### config.mk
export PLATFORM = sky130hd
export DESIGN_NAME = alarm_trigger_flat
export DESIGN_NICKNAME = d
export VERILOG_FILES = /design/src/rtl/alarm_trigger_pkg.sv /design/src/rtl/alarm_trigger_if.sv /design/src/rtl/alarm_trigger_button_release_detect.sv /design/src/rtl/alarm_trigger.sv /design/src/flat_wrapper.sv
export SDC_FILE = /design/constraint.sdc
export NUM_CORES = 1
export LEC_CHECK = 0
export ABC_AREA = 1
export ABC_CLOCK_PERIOD_IN_PS = 1600
export CAP_MARGIN = 20
export CORE_MARGIN = 8
export CORE_UTILIZATION = 40
export CTS_BUF_LIST = sky130_fd_sc_hd__clkbuf_4 sky130_fd_sc_hd__clkbuf_8
export DETAILED_ROUTE_END_ITERATION = 10
export GPL_TIMING_DRIVEN = 0
export PLACE_DENSITY = 0.75
export SLEW_MARGIN = 20
export SYNTH_ARGS = -nofsm -noshare
export SYNTH_HDL_FRONTEND = slang
export SYNTH_SLANG_ARGS = --single-unit
export TNS_END_PERCENT = 20
### constraint.sdc
create_clock -name clk -period 1.6 [get_ports clk]
set_input_delay 0.4 -clock clk [delete_from_list [all_inputs] [get_ports clk]]
set_output_delay 0.4 -clock clk [all_outputs]
set_load 0.01 [all_outputs]
### src/rtl/alarm_trigger_pkg.sv
// Shared alarm-clock definitions: time field widths, limits and the alarm FSM encoding.
package clock_pkg;
  localparam int HOURS_MAX   = 23;
  localparam int MINUTES_MAX = 59;
  localparam int TIME_W      = 7;

  typedef enum logic [1:0] {
    IDLE    = 2'd0,
    RINGING = 2'd1,
    SNOOZE  = 2'd2
  } alarm_state_t;
endpackage

### src/rtl/alarm_trigger_if.sv
// Time/button inputs and buzzer/status outputs of the alarm trigger, bundled for the top port list.
interface alarm_trigger_if;
  import clock_pkg::*;

  logic              sec_tick;
  logic [TIME_W-1:0] cur_hour;
  logic [TIME_W-1:0] cur_minute;
  logic [TIME_W-1:0] alarm_hour;
  logic [TIME_W-1:0] alarm_minute;
  logic              alarm_set;
  logic              stop_signal;
  logic              snooze_signal;
  logic              buzzer;
  logic              ringing;
  logic              snoozing;
  logic [1:0]        snooze_count;

  modport master (
    output sec_tick, cur_hour, cur_minute, alarm_hour, alarm_minute,
           alarm_set, stop_signal, snooze_signal,
    input  buzzer, ringing, snoozing, snooze_count
  );

  modport slave (
    input  sec_tick, cur_hour, cur_minute, alarm_hour, alarm_minute,
           alarm_set, stop_signal, snooze_signal,
    output buzzer, ringing, snoozing, snooze_count
  );
endinterface

### src/rtl/alarm_trigger_button_release_detect.sv
// Registers one button level and flags the cycle in which it is released (1 -> 0).
module button_release_detect (
  input  logic clk,
  input  logic reset,
  input  logic btn_i,
  output logic ev_o
);
  logic last_q;

  always_ff @(posedge clk) begin
    if (!reset) last_q <= 1'b0;
    else        last_q <= btn_i;
  end

  assign ev_o = last_q & ~btn_i;
endmodule

### src/rtl/alarm_trigger.sv
// Alarm trigger: rings on the alarm-time match edge, handles stop/snooze/timeout and drives the buzzer.
module alarm_trigger
  import clock_pkg::*;
#(
  parameter int RING_SECS   = 60,
  parameter int SNOOZE_SECS = 300,
  parameter int MAX_SNOOZE  = 3
) (
  input logic            clk,
  input logic            reset,
  alarm_trigger_if.slave bus
);
  localparam int CNT_W = $clog2(RING_SECS > SNOOZE_SECS ? RING_SECS : SNOOZE_SECS);

  alarm_state_t state_q, state_d;
  logic [CNT_W-1:0] cnt_q, cnt_d;
  logic [1:0]       snz_q, snz_d;
  logic             buzzer_q, buzzer_d;
  logic             match_q;
  logic             match, trigger, stop_ev, snooze_ev;

  button_release_detect u_stop (
    .clk   (clk),
    .reset (reset),
    .btn_i (bus.stop_signal),
    .ev_o  (stop_ev)
  );

  button_release_detect u_snooze (
    .clk   (clk),
    .reset (reset),
    .btn_i (bus.snooze_signal),
    .ev_o  (snooze_ev)
  );

  assign match   = bus.alarm_set & (bus.cur_hour == bus.alarm_hour)
                 & (bus.cur_minute == bus.alarm_minute);
  assign trigger = match & ~match_q;

  always_ff @(posedge clk) begin
    if (!reset) begin
      state_q  <= IDLE;
      cnt_q    <= '0;
      snz_q    <= '0;
      buzzer_q <= 1'b0;
      match_q  <= 1'b0;
    end else begin
      state_q  <= state_d;
      cnt_q    <= cnt_d;
      snz_q    <= snz_d;
      buzzer_q <= buzzer_d;
      match_q  <= match;
    end
  end

  always_comb begin
    state_d  = state_q;
    cnt_d    = cnt_q;
    snz_d    = snz_q;
    buzzer_d = buzzer_q;
    unique case (state_q)
      IDLE: begin
        buzzer_d = 1'b0;
        if (trigger) begin
          state_d  = RINGING;
          cnt_d    = '0;
          snz_d    = '0;
          buzzer_d = 1'b1;
        end
      end
      RINGING: begin
        // Buttons outrank a timeout tick arriving in the same cycle.
        if (!bus.alarm_set || stop_ev) begin
          state_d  = IDLE;
          cnt_d    = '0;
          buzzer_d = 1'b0;
        end else if (snooze_ev) begin
          cnt_d    = '0;
          buzzer_d = 1'b0;
          if (snz_q < 2'(MAX_SNOOZE)) begin
            state_d = SNOOZE;
            snz_d   = snz_q + 2'd1;
          end else begin
            state_d = IDLE;
          end
        end else if (bus.sec_tick) begin
          if (cnt_q == CNT_W'(RING_SECS - 1)) begin
            state_d  = IDLE;
            cnt_d    = '0;
            buzzer_d = 1'b0;
          end else begin
            cnt_d    = cnt_q + 1'b1;
            buzzer_d = ~buzzer_q;
          end
        end
      end
      SNOOZE: begin
        buzzer_d = 1'b0;
        if (!bus.alarm_set || stop_ev) begin
          state_d = IDLE;
          cnt_d   = '0;
        end else if (bus.sec_tick) begin
          if (cnt_q == CNT_W'(SNOOZE_SECS - 1)) begin
            state_d  = RINGING;
            cnt_d    = '0;
            buzzer_d = 1'b1;
          end else begin
            cnt_d = cnt_q + 1'b1;
          end
        end
      end
      default: begin
        state_d  = IDLE;
        cnt_d    = '0;
        buzzer_d = 1'b0;
      end
    endcase
  end

  assign bus.buzzer       = buzzer_q;
  assign bus.ringing      = (state_q == RINGING);
  assign bus.snoozing     = (state_q == SNOOZE);
  assign bus.snooze_count = snz_q;
endmodule

### src/flat_wrapper.sv
// flat-port wrapper written by rule: the top's interface ports become plain ports
module alarm_trigger_flat import clock_pkg::*;
#(
  parameter int RING_SECS   = 60,
  parameter int SNOOZE_SECS = 300,
  parameter int MAX_SNOOZE  = 3
)
  (clk, reset, bus_sec_tick, bus_cur_hour, bus_cur_minute, bus_alarm_hour, bus_alarm_minute, bus_alarm_set, bus_stop_signal, bus_snooze_signal, bus_buzzer, bus_ringing, bus_snoozing, bus_snooze_count);
  alarm_trigger_if bus_i ();
  input logic clk;
  input logic reset;
  input wire logic [$bits(bus_i.sec_tick)-1:0] bus_sec_tick;
  input wire logic [$bits(bus_i.cur_hour)-1:0] bus_cur_hour;
  input wire logic [$bits(bus_i.cur_minute)-1:0] bus_cur_minute;
  input wire logic [$bits(bus_i.alarm_hour)-1:0] bus_alarm_hour;
  input wire logic [$bits(bus_i.alarm_minute)-1:0] bus_alarm_minute;
  input wire logic [$bits(bus_i.alarm_set)-1:0] bus_alarm_set;
  input wire logic [$bits(bus_i.stop_signal)-1:0] bus_stop_signal;
  input wire logic [$bits(bus_i.snooze_signal)-1:0] bus_snooze_signal;
  output wire logic [$bits(bus_i.buzzer)-1:0] bus_buzzer;
  output wire logic [$bits(bus_i.ringing)-1:0] bus_ringing;
  output wire logic [$bits(bus_i.snoozing)-1:0] bus_snoozing;
  output wire logic [$bits(bus_i.snooze_count)-1:0] bus_snooze_count;
  assign bus_i.sec_tick = bus_sec_tick;
  assign bus_i.cur_hour = bus_cur_hour;
  assign bus_i.cur_minute = bus_cur_minute;
  assign bus_i.alarm_hour = bus_alarm_hour;
  assign bus_i.alarm_minute = bus_alarm_minute;
  assign bus_i.alarm_set = bus_alarm_set;
  assign bus_i.stop_signal = bus_stop_signal;
  assign bus_i.snooze_signal = bus_snooze_signal;
  assign bus_buzzer = bus_i.buzzer;
  assign bus_ringing = bus_i.ringing;
  assign bus_snoozing = bus_i.snoozing;
  assign bus_snooze_count = bus_i.snooze_count;
  alarm_trigger #(.RING_SECS(RING_SECS), .SNOOZE_SECS(SNOOZE_SECS), .MAX_SNOOZE(MAX_SNOOZE)) u_core (.clk(clk), .reset(reset), .bus(bus_i));
endmodule
After elaboration in Yosys (flattened, before gate mapping)
Cells that the tools add are included.
{ "totals": {"register_bits": 17, "in_bits": 34, "elab_cells": 73, "output_inout_bits": 5} }
{ "classes": {"n_eq_ne": 14, "n_reduce_logical": 7, "muxes": 33, "order_cmp": 1, "bitwise_logic": 9, "addsub": 2} }
{ "op_table": {"columns": ["operator", "n"], "rows": [
  ["9-bit 2-to-1 mux", 8],
  ["9-bit one-hot mux with 3 select lines", 1],
  ["2-bit 2-to-1 mux", 13],
  ["7-bit == test", 2],
  ["5-bit AND reduction", 2],
  ["9-bit by 1-bit adder with 9-bit output (second input constant)", 1],
  ["9-bit by 6-bit == test with 1-bit output (second input constant)", 1],
  ["9-bit == test (second input constant)", 1],
  ["1-bit 2-to-1 mux", 8],
  ["2-bit by 1-bit != test with 1-bit output (second input constant)", 3],
  ["2-bit one-hot mux with 3 select lines", 1],
  ["1-bit bitwise AND", 5],
  ["4-bit by 1-bit != test with 1-bit output (second input constant)", 1],
  ["4-bit by 2-bit != test with 1-bit output (second input constant)", 1],
  ["1-bit NOT", 4],
  ["2-bit one-hot mux with 2 select lines", 1],
  ["3-bit by 1-bit != test with 1-bit output (second input constant)", 1],
  ["3-bit by 2-bit != test with 1-bit output (second input constant)", 1],
  ["1-bit one-hot mux with 3 select lines", 1],
  ["3-bit AND reduction", 1],
  ["2-bit by 1-bit adder with 2-bit output (second input constant)", 1],
  ["2-bit by 1-bit == test with 1-bit output (second input constant)", 1],
  ["2-bit == test (second input constant)", 1],
  ["2-bit logical NOT", 1],
  ["5 further kinds", 5]
]} }

Logic depth before layout (Yosys ltp)
Gate-level depths: netlist of run 1.
{ "logic_depth": {"word_depth": 6, "mapped_depth": 12, "ltp_nobuf": 12} }

Hierarchy
From an unflattened synthesis of run 1, not the netlist that was laid out.
{ "unflattened": {"cells_unflattened": 257, "area_unflattened_um2": 1478.9} }
{ "by_module_without_submodules": {"columns": ["module", "area_per_inst_um2", "instances", "cells_per_inst", "seq_area_each_um2"], "rows": [
  ["alarm_trigger", 1408.9, 1, 247, 300.3],
  ["button_release_detect", 35.0, 2, 5, 20.0]
]} }

Least setup slack after synthesis of run 1
OpenSTA, ideal clock, no wires.
{ "synth_timing": {"path_kind": "reg2reg", "start": "register u_core.state_q[1]", "end": "register u_core.cnt_q[0]", "path_buffers": 0, "arrival_ns": 1.505, "t_required_ns": 1.534, "stages_incl_launch_ff": 11, "slack_ns": 0.029, "synth_period_minus_slack_ns": 1.571, "setup_ns": 0.066, "cell_sequence": "dfxtp_1 inv_1 ha_1 nand2_1 nor2_1 nand2_1 nand2_2 nand2_1 nor2_1 nand3_2 a21oi_2"} }
{ "synth_between": {"elab_chain_cells": 3, "word_cells_on_any_way": 8, "cone_classes": "eq/ne: 5; mux: 1; reduce/logical: 2"} }
{ "synth_lines": {"columns": ["element", "line", "rtl"], "rows": [
  ["start: declaration", "alarm_trigger.sv:15", "alarm_state_t state_q, state_d;"],
  ["start signal: assignment", "alarm_trigger.sv:48", "state_q <= state_d;"],
  ["2-bit by 1-bit == test with 1-bit output *", null, null],
  ["net bus_ringing", "flat_wrapper.sv:21", "output wire logic [$bits(bus_i.ringing)-1:0] bus_ringing;"],
  ["4-bit by 2-bit != test with 1-bit output (no source line)", null, null],
  ["3-bit AND reduction (no source line)", null, null],
  ["end signal: assignment", "alarm_trigger.sv:49", "cnt_q <= cnt_d;"],
  ["end: declaration", "alarm_trigger.sv:16", "logic [CNT_W-1:0] cnt_q, cnt_d;"]
]} }
The timed path passes the listed nets; every way through them passes the cells marked *.
A chain may end at the register's enable or synchronous reset.

Final worst setup path of run 1
{ "layout_timing": {"start": "register u_core.state_q[0]", "end": "register u_core.cnt_q[5]"} }
{ "layout_between": {"elab_chain_cells": 3, "word_cells_on_any_way": 8, "cone_classes": "eq/ne: 5; mux: 1; reduce/logical: 2"} }
{ "layout_lines": {"columns": ["element", "line", "rtl"], "rows": [
  ["2-bit by 1-bit == test with 1-bit output (tied with other cells)", "alarm_trigger.sv:61", "unique case (state_q)"],
  ["4-bit by 2-bit != test with 1-bit output (no source line) (tied with other cells)", null, null],
  ["3-bit AND reduction (no source line)", null, null]
]} }
Parallel ways exist; a longest one is shown, timed or not.

==> results.yml, run 1 <==
outcome:
  status: "finished clean"
global_routing:
  grt_first_pass_wirelength_um: 6710
  gr-total-overflow: 0
  grt_antenna_before_repair: 0
  grt_pass1_vias: 1588
  grt_max_degree: 11
  grt_usage_pct: 13.6
power_and_ir_drop:
  cellInternalPower_mw: 1.47
  ir_drop_uv: 888
  switching_power_mw: 1.29
  p_total_mw: 2.75
  pwr-share-comb_pct: 67.7
  clkPwrFrac_pct: 9.4
  sw_frac_of_total_pct: 46.7
  power.density_nw_per_um2: 1250
  seq_power_share_pct: 22.8
  p_leak_nw: 1.14
cells_and_area:
  n_antenna_cell: 0
  layout-drive-gt1-share_pct: 22.0
  nNetsFinal: 346
  area_delta_synth_final_pct: 52.6
  postLayoutCellArea_um2: 2200
  layout_commonest_cell: "nand2_1"
  layout_common_cells: "72 x nand2_1, 52 x inv_1, 27 x dlygate4sd2_1"
  utilization_pct: 62.0
worst_setup_path:
  cp_data_arrival_time_ps: 1760
  criticalPathCategory: "register to register"
  critical_path_required_ps: 1810
  reg2reg_slack_ps: 50
  r2r-end: "u_core.cnt_q[5]"
  r2r_cells: 9
  critPathCaptureType: "register"
  cp_max_fo: 6
  cp-start-kind: "register"
  reg2reg_from: "u_core.state_q[0]"
  startpoint: "u_core.state_q[0]"
  endpoint: "u_core.cnt_q[5]"
die:
  core-area_um2: 3550
  start_util_pct: 40.6
  rows: 22
  die_w_um: 76.1
  die_y_um: 76.1
  io-pin-count: 39
  die_area_um2: 5780
timing:
  min_period_over_period_pct: 96.9
  setup-violations-final: 0
  slew_headroom_pct: 67.2
  tightest_slew_ps: 492
  fin_crit_ps: 1550
  slew_viol_final: 0
  fin_skew_ps: 16.8
  rsz0062_at_grt: "yes"
  finalHoldViolCount: 0
  max_freq_mhz: 645
  final.setup.worst_slack_ps: 49.2
clocking:
  cts.sinks: 17
  htreeDepth: 1
  ctsLongestPathBuffers: 2
  cts_made_buffers: 3
  cts_tree: "yes"
  cts_root_buffer: "clkbuf_4"
  insertion_delay_ps: 320
  holdBufCountCts: 0
  cts.clk_slew.worst_paths_ps: 100
synth:
  syn_area_um2: 1440
  yosys_warnings: 0
  synth_area_leaders: "dfxtp_1 24%, nand2_1 21%, inv_1 14%"
  synth_seq_cells: 17
  ys_types: 23
  synthCells: 248
  synth_top_cell_by_area: "dfxtp_1"
  synth-seq-area-share_pct: 23.6
  synth_top_area_share_pct: 23.6
  syn_nets: 288
  postSynthAreaPerCell_um2: 5.82
drt:
  dr.pass1.iters: 4
  routed_wl_um: 4310
  vias_per_cell: 4.77
  vias: 1683
  drtIter0Drc: 95
  remaining_drc_errors: 0
  antenna_left: 0
  post_drt_wl_per_cell_um: 12.2
run:
  maxCapViolCount: 0
placement:
  dp_hpwl_um: 2850
  gp_congestion: 0.849
  place_ws_ps: -528
  portBuffers: 38
  placed_area_um2: 1880
min_path:
  min_path_type: "input pin to register"
-- logic make-up (layout without fill, tap and decap cells) --
kind of cell               count (synthesis)  in the layout  synth area share, %
adders and majority gates                  6              6                 5.20
and+or+nand+nor                          151            152                 46.7
DFF                                       17             17                 23.6
xor gates and xnor gates                   1              1                0.607
AOI/OAI and AO/OA                         15             15                 7.55
buffers and inverters                     58            114                 16.4
-- worst min path at each step --
| stage | from | to | slack, ps | cells after the start |
|---|---|---|---|---|
| CTS | u_core.bus.buzzer | u_core.bus.buzzer | 490 | 2 |
| floorplan | u_core.cnt_q[8] | u_core.cnt_q[8] | 460 | 2 |
| finish | bus_snooze_signal | u_core.u_snooze.last_q | 310 | 3 |
| global placement | u_core.bus.buzzer | u_core.bus.buzzer | 480 | 2 |
| global route | bus_snooze_signal | u_core.u_snooze.last_q | 350 | 3 |
| detailed placement | u_core.bus.buzzer | u_core.bus.buzzer | 480 | 2 |
-- power by group through the flow --
stage	clock [mW]	sequential [mW]	combinational (mW)
after floorplan	0	0.608	0.977
after global placement	0	0.606	1.38
after detailed placement	0	0.610	1.41
after CTS	0.253	0.608	1.72
after global routing	0.271	0.638	2.06
final	0.259	0.629	1.87
-- stage by stage --
stage | TNS (ps) | hold WS, ps | cells
global route | -223 | 345 | 353
finish | 0 | 310 | 353
detailed placement | -6470 | 477 | 334
global placement | -6340 | 476 | 334
CTS | -44.2 | 490 | 351
floorplan | 0 | 464 | 248
-- metal layers --
| metal | up-vias | wire length (um) | track usage (%) |
|---|---|---|---|
| met5 | - | 0 | 0 |
| met4 | 0 | 137 | 6.73 |
| met3 | 16 | 190 | 2.00 |
| met2 | 53 | 2200 | 25.4 |
| met1 | 743 | 1780 | 14.3 |
| li1 | 871 | - | - |
-- layout make-up --
type | count | area [um^2]
Multi-Input combinational cell | 174 | 1020
Sequential cell | 17 | 350
Timing Repair Buffer | 53 | 509
Clock inverter | 1 | 5.00
Inverter | 54 | 205
Tap cell | 48 | 60.1
Buffer | 3 | 33.8
Clock buffer | 3 | 22.5
Fill cell | 320 | 1350
-- sequential cells by signal, summed over array words and instances, names as in the netlist --
signal / cells
u_core.state_q: 2
u_core.bus.buzzer: 1
u_core.u_snooze.last_q: 1
u_core.bus.snooze_count: 2
u_core.match_q: 1
u_core.u_stop.last_q: 1
u_core.cnt_q: 9
-- cell usage after synthesis --
cell type and instances:
buf_8 1, xnor2_1 1, ha_1 6, nor2_1 30, nand2_1 79, buf_6 1
nand4_1 5, nand2_2 1, o22ai_1 1, and3_1 1, clkbuf_1 2, dfxtp_1 17
nand3_1 20, a21oi_2 6, inv_1 54, o21bai_2 1, o21ai_0 4, o21ai_2 1
nor3_1 4, a21oi_1 2, nor2_2 3, nand3_2 7, nand2_4 1
-- worst max-delay path, stage by stage (launching register included) --
cell and delay (ps):
dfxtp_2 360, inv_1 80, ha_1 210, inv_1 90, nor2_4 60, o21bai_4 260, buf_4 190, nand3_1 70
nand2_1 70, a21oi_2 30
-- what timing repair did --
action / in CTS / in global routing
pin swaps: 21 / 25
buffers inserted: 12 / 1
resized for setup: 52 / 35
endpoints found under the setup margin: 18 / 16
hold endpoints to repair: 0 / 0
gates cloned: 1 / 2
Power figures use the tool's default switching activity.
==> run 2: changes to the inputs <==
PLACE_DENSITY = 0.74   (was 0.75)
SYNTH_HIERARCHICAL = 1   (was unset)
==> run 2 against run 1 <==
Clock skew shrank 12 ps; sequential share of layout area decreased by 0.33 points; hold slack better by 170 ps; utilization increased by 1.0 points; synthesized cell count rose by 3.6%; synthesized area rose by 2.5%.
==> results.yml, run 2 <==
outcome:
  status: "finished clean"
synth:
  postSynthAreaPerCell_um2: 5.75
  yosys_warnings: 6
  synth_edf_count: 0
  synth_area_leaders: "dfxtp_1 23%, nand2_1 19%, inv_1 14%"
  synth_common_cells: "73 x nand2_1, 54 x inv_1, 39 x nor2_1"
  syn_nets: 297
  synth_seq_cells: 17
  ys_types: 26
  yosysMostFrequentCell: "nand2_1"
  synthArstFlopShare_pct: 0
  synth_top_cell_by_area: "dfxtp_1"
  synthCells: 257
  syn_area_um2: 1480
  synth_ff_type: "dfxtp_1"
  synth-seq-area-share_pct: 23.0
  synth_top_area_share_pct: 23.0
cells_and_area:
  layout_common_cells: "66 x nand2_1, 52 x inv_1, 34 x nor2_1"
  layout-drive-gt1-share_pct: 28.0
  largest_reg_flops: 9
  final_cells: 362
  nNetsFinal: 355
  utilization_pct: 63.0
  fillCellCount: 324
  layout_commonest_cell: "nand2_1"
  n_antenna_cell: 0
  regMostFlops: "u_core/cnt_q"
  area_delta_synth_final_pct: 53.6
timing:
  slew_headroom_pct: 60.1
  setup_tns_ps: 0
  rsz0062_at_grt: "yes"
  fin_crit_ps: 1580
  min_period_over_period_pct: 99.0
  holdWs_ps: 477
  tightest_slew_ps: 599
  fin_skew_ps: 5.14
  setup-violations-final: 0
  slew_viol_final: 0
  max_freq_mhz: 631
  finalHoldViolCount: 0
die:
  rows: 22
  core-area_um2: 3610
  die_w_um: 76.8
  io-pin-count: 39
  die_y_um: 76.8
  start_util_pct: 41.0
  die_area_um2: 5900
drt:
  vias_per_cell: 4.79
  routed_wl_um: 4270
  post_drt_wl_per_cell_um: 11.8
  vias: 1733
  remaining_drc_errors: 0
  dr.pass1.iters: 4
  antenna_left: 0
  drtIter0Drc: 95
worst_setup_path:
  cp-start-kind: "input pin"
  criticalPathCategory: "input pin to register"
  cp_max_fo: 3
  path_delay_family: "simple AND/OR/NAND/NOR gates"
  critPathCaptureType: "register"
  slowest_delay_ps: 240
  cp_data_arrival_time_ps: 1730
  crit_slowest_cell: "dlygate4sd2_1"
  crit_buf_inv: 3
  critical_path_required_ps: 1740
  path_cells: "dlygate4sd2_1, nor2_1, inv_1, buf_4, nor2_1, nand3_1, o21ai_1, nand2_1, nand2_1, a21oi_1"
clocking:
  cts.sinks: 17
  ctsLongestPathBuffers: 2
  cts_tree: "yes"
  htreeDepth: 1
  cts.clk_slew.worst_paths_ps: 70
  cts_made_buffers: 3
  insertion_delay_ps: 260
  holdBufCountCts: 0
  cts_root_buffer: "clkbuf_8"
placement:
  gp_congestion: 0.902
  place_inst: 343
  portBuffers: 38
  dp_hpwl_um: 2970
min_path:
  min_path_type: "input pin to register"
power_and_ir_drop:
  power.density_nw_per_um2: 882
  ir_drop_uv: 740
  p_total_mw: 2.00
  p_leak_nw: 1.13
global_routing:
  grt_usage_pct: 13.8
  gr-total-overflow: 0
  grt_antenna_before_repair: 0
  grt_pass1_vias: 1619
  grt_first_pass_wirelength_um: 7040
  grt_max_degree: 11
run:
  maxCapViolCount: 0
==> run 2: cell type report <==
type	instances	area (um^2)	area share, %
well taps	48	60.1	2.64
inverters	59	226	9.97
clock buffers	3	41.3	1.82
plain buffers	2	18.8	0.826
repair buffers	53	468	20.6
flip-flops and latches	17	354	15.6
clock inverters	1	5.00	0.220
multi-input cells	179	1100	48.3
==> run 2: metrics by stage <==
stage | setup WS, ps | instance area (um^2)
floorplan | 8.33 | 1480
global placement | -570 | 1920
detailed placement | -588 | 1920
CTS | 10.6 | 2110
global route | -89.5 | 2270
finish | 15.9 | 2270
==> run 2: kinds of logic (layout without fill, tap and decap cells) <==
kind of cell | Yosys count | count (layout) | synth area share, %
compound gates | 21 | 21 | 8.63
xor+xnor | 1 | 1 | 0.592
fa+ha+maj | 6 | 6 | 5.08
buf+inv | 61 | 118 | 16.2
flops | 17 | 17 | 23.0
simple gates | 151 | 151 | 46.4
==> run 2: worst paths after layout <==
kind / slack (ps) / startpoint / to / depth (start not counted)
setup / recovery: 20 / bus_snooze_signal / u_core/bus.snooze_count[0] / 10
setup reg to reg: 50 / u_core/state_q[1] / u_core/state_q[1] / 10
hold reg to reg: 490 / u_core/bus.buzzer / u_core/bus.buzzer / 2
hold / removal: 480 / bus_snooze_signal / u_core/u_snooze/last_q / 3
==> run 2: timing repair <==
action                                  CTS  global route
endpoints found under the setup margin   17            17
pin swaps                                26            45
cloned                                    1             0
buffers inserted                          9             6
gates resized for setup                  60            74
==> run 2: worst register-to-register path, cell delays in order (launching register included) <==
cell and delay [ps]:
dfxtp_4 390, inv_4 50, ha_4 180, nand2_4 80, nor2_4 50, o21bai_4 200
inv_2 100, nor2_4 150, o211ai_1 120, nand2_1 80, nor2_1 50
==> run 2: power by group <==
group	total [mW]	leakage [nW]	switching [mW]	internal, mW
Combinational	1.13	0.962	0.587	0.543
Clock	0.333	0.0255	0.159	0.173
Sequential	0.541	0.141	0.0603	0.481
Total	2.00	1.13	0.807	1.20
==> run 2: routing by layer <==
metal  vias up  part of all wire (%)  global-route usage, %  routed length [um]
li1        889                     -                      -                   -
met1       785                    42                   16.2                1780
met2        48                    50                   24.9                2150
met3        11                   5.7                   1.98                 242
met4         0                   2.3                   4.04                  98
met5         -                     0                      0                   0
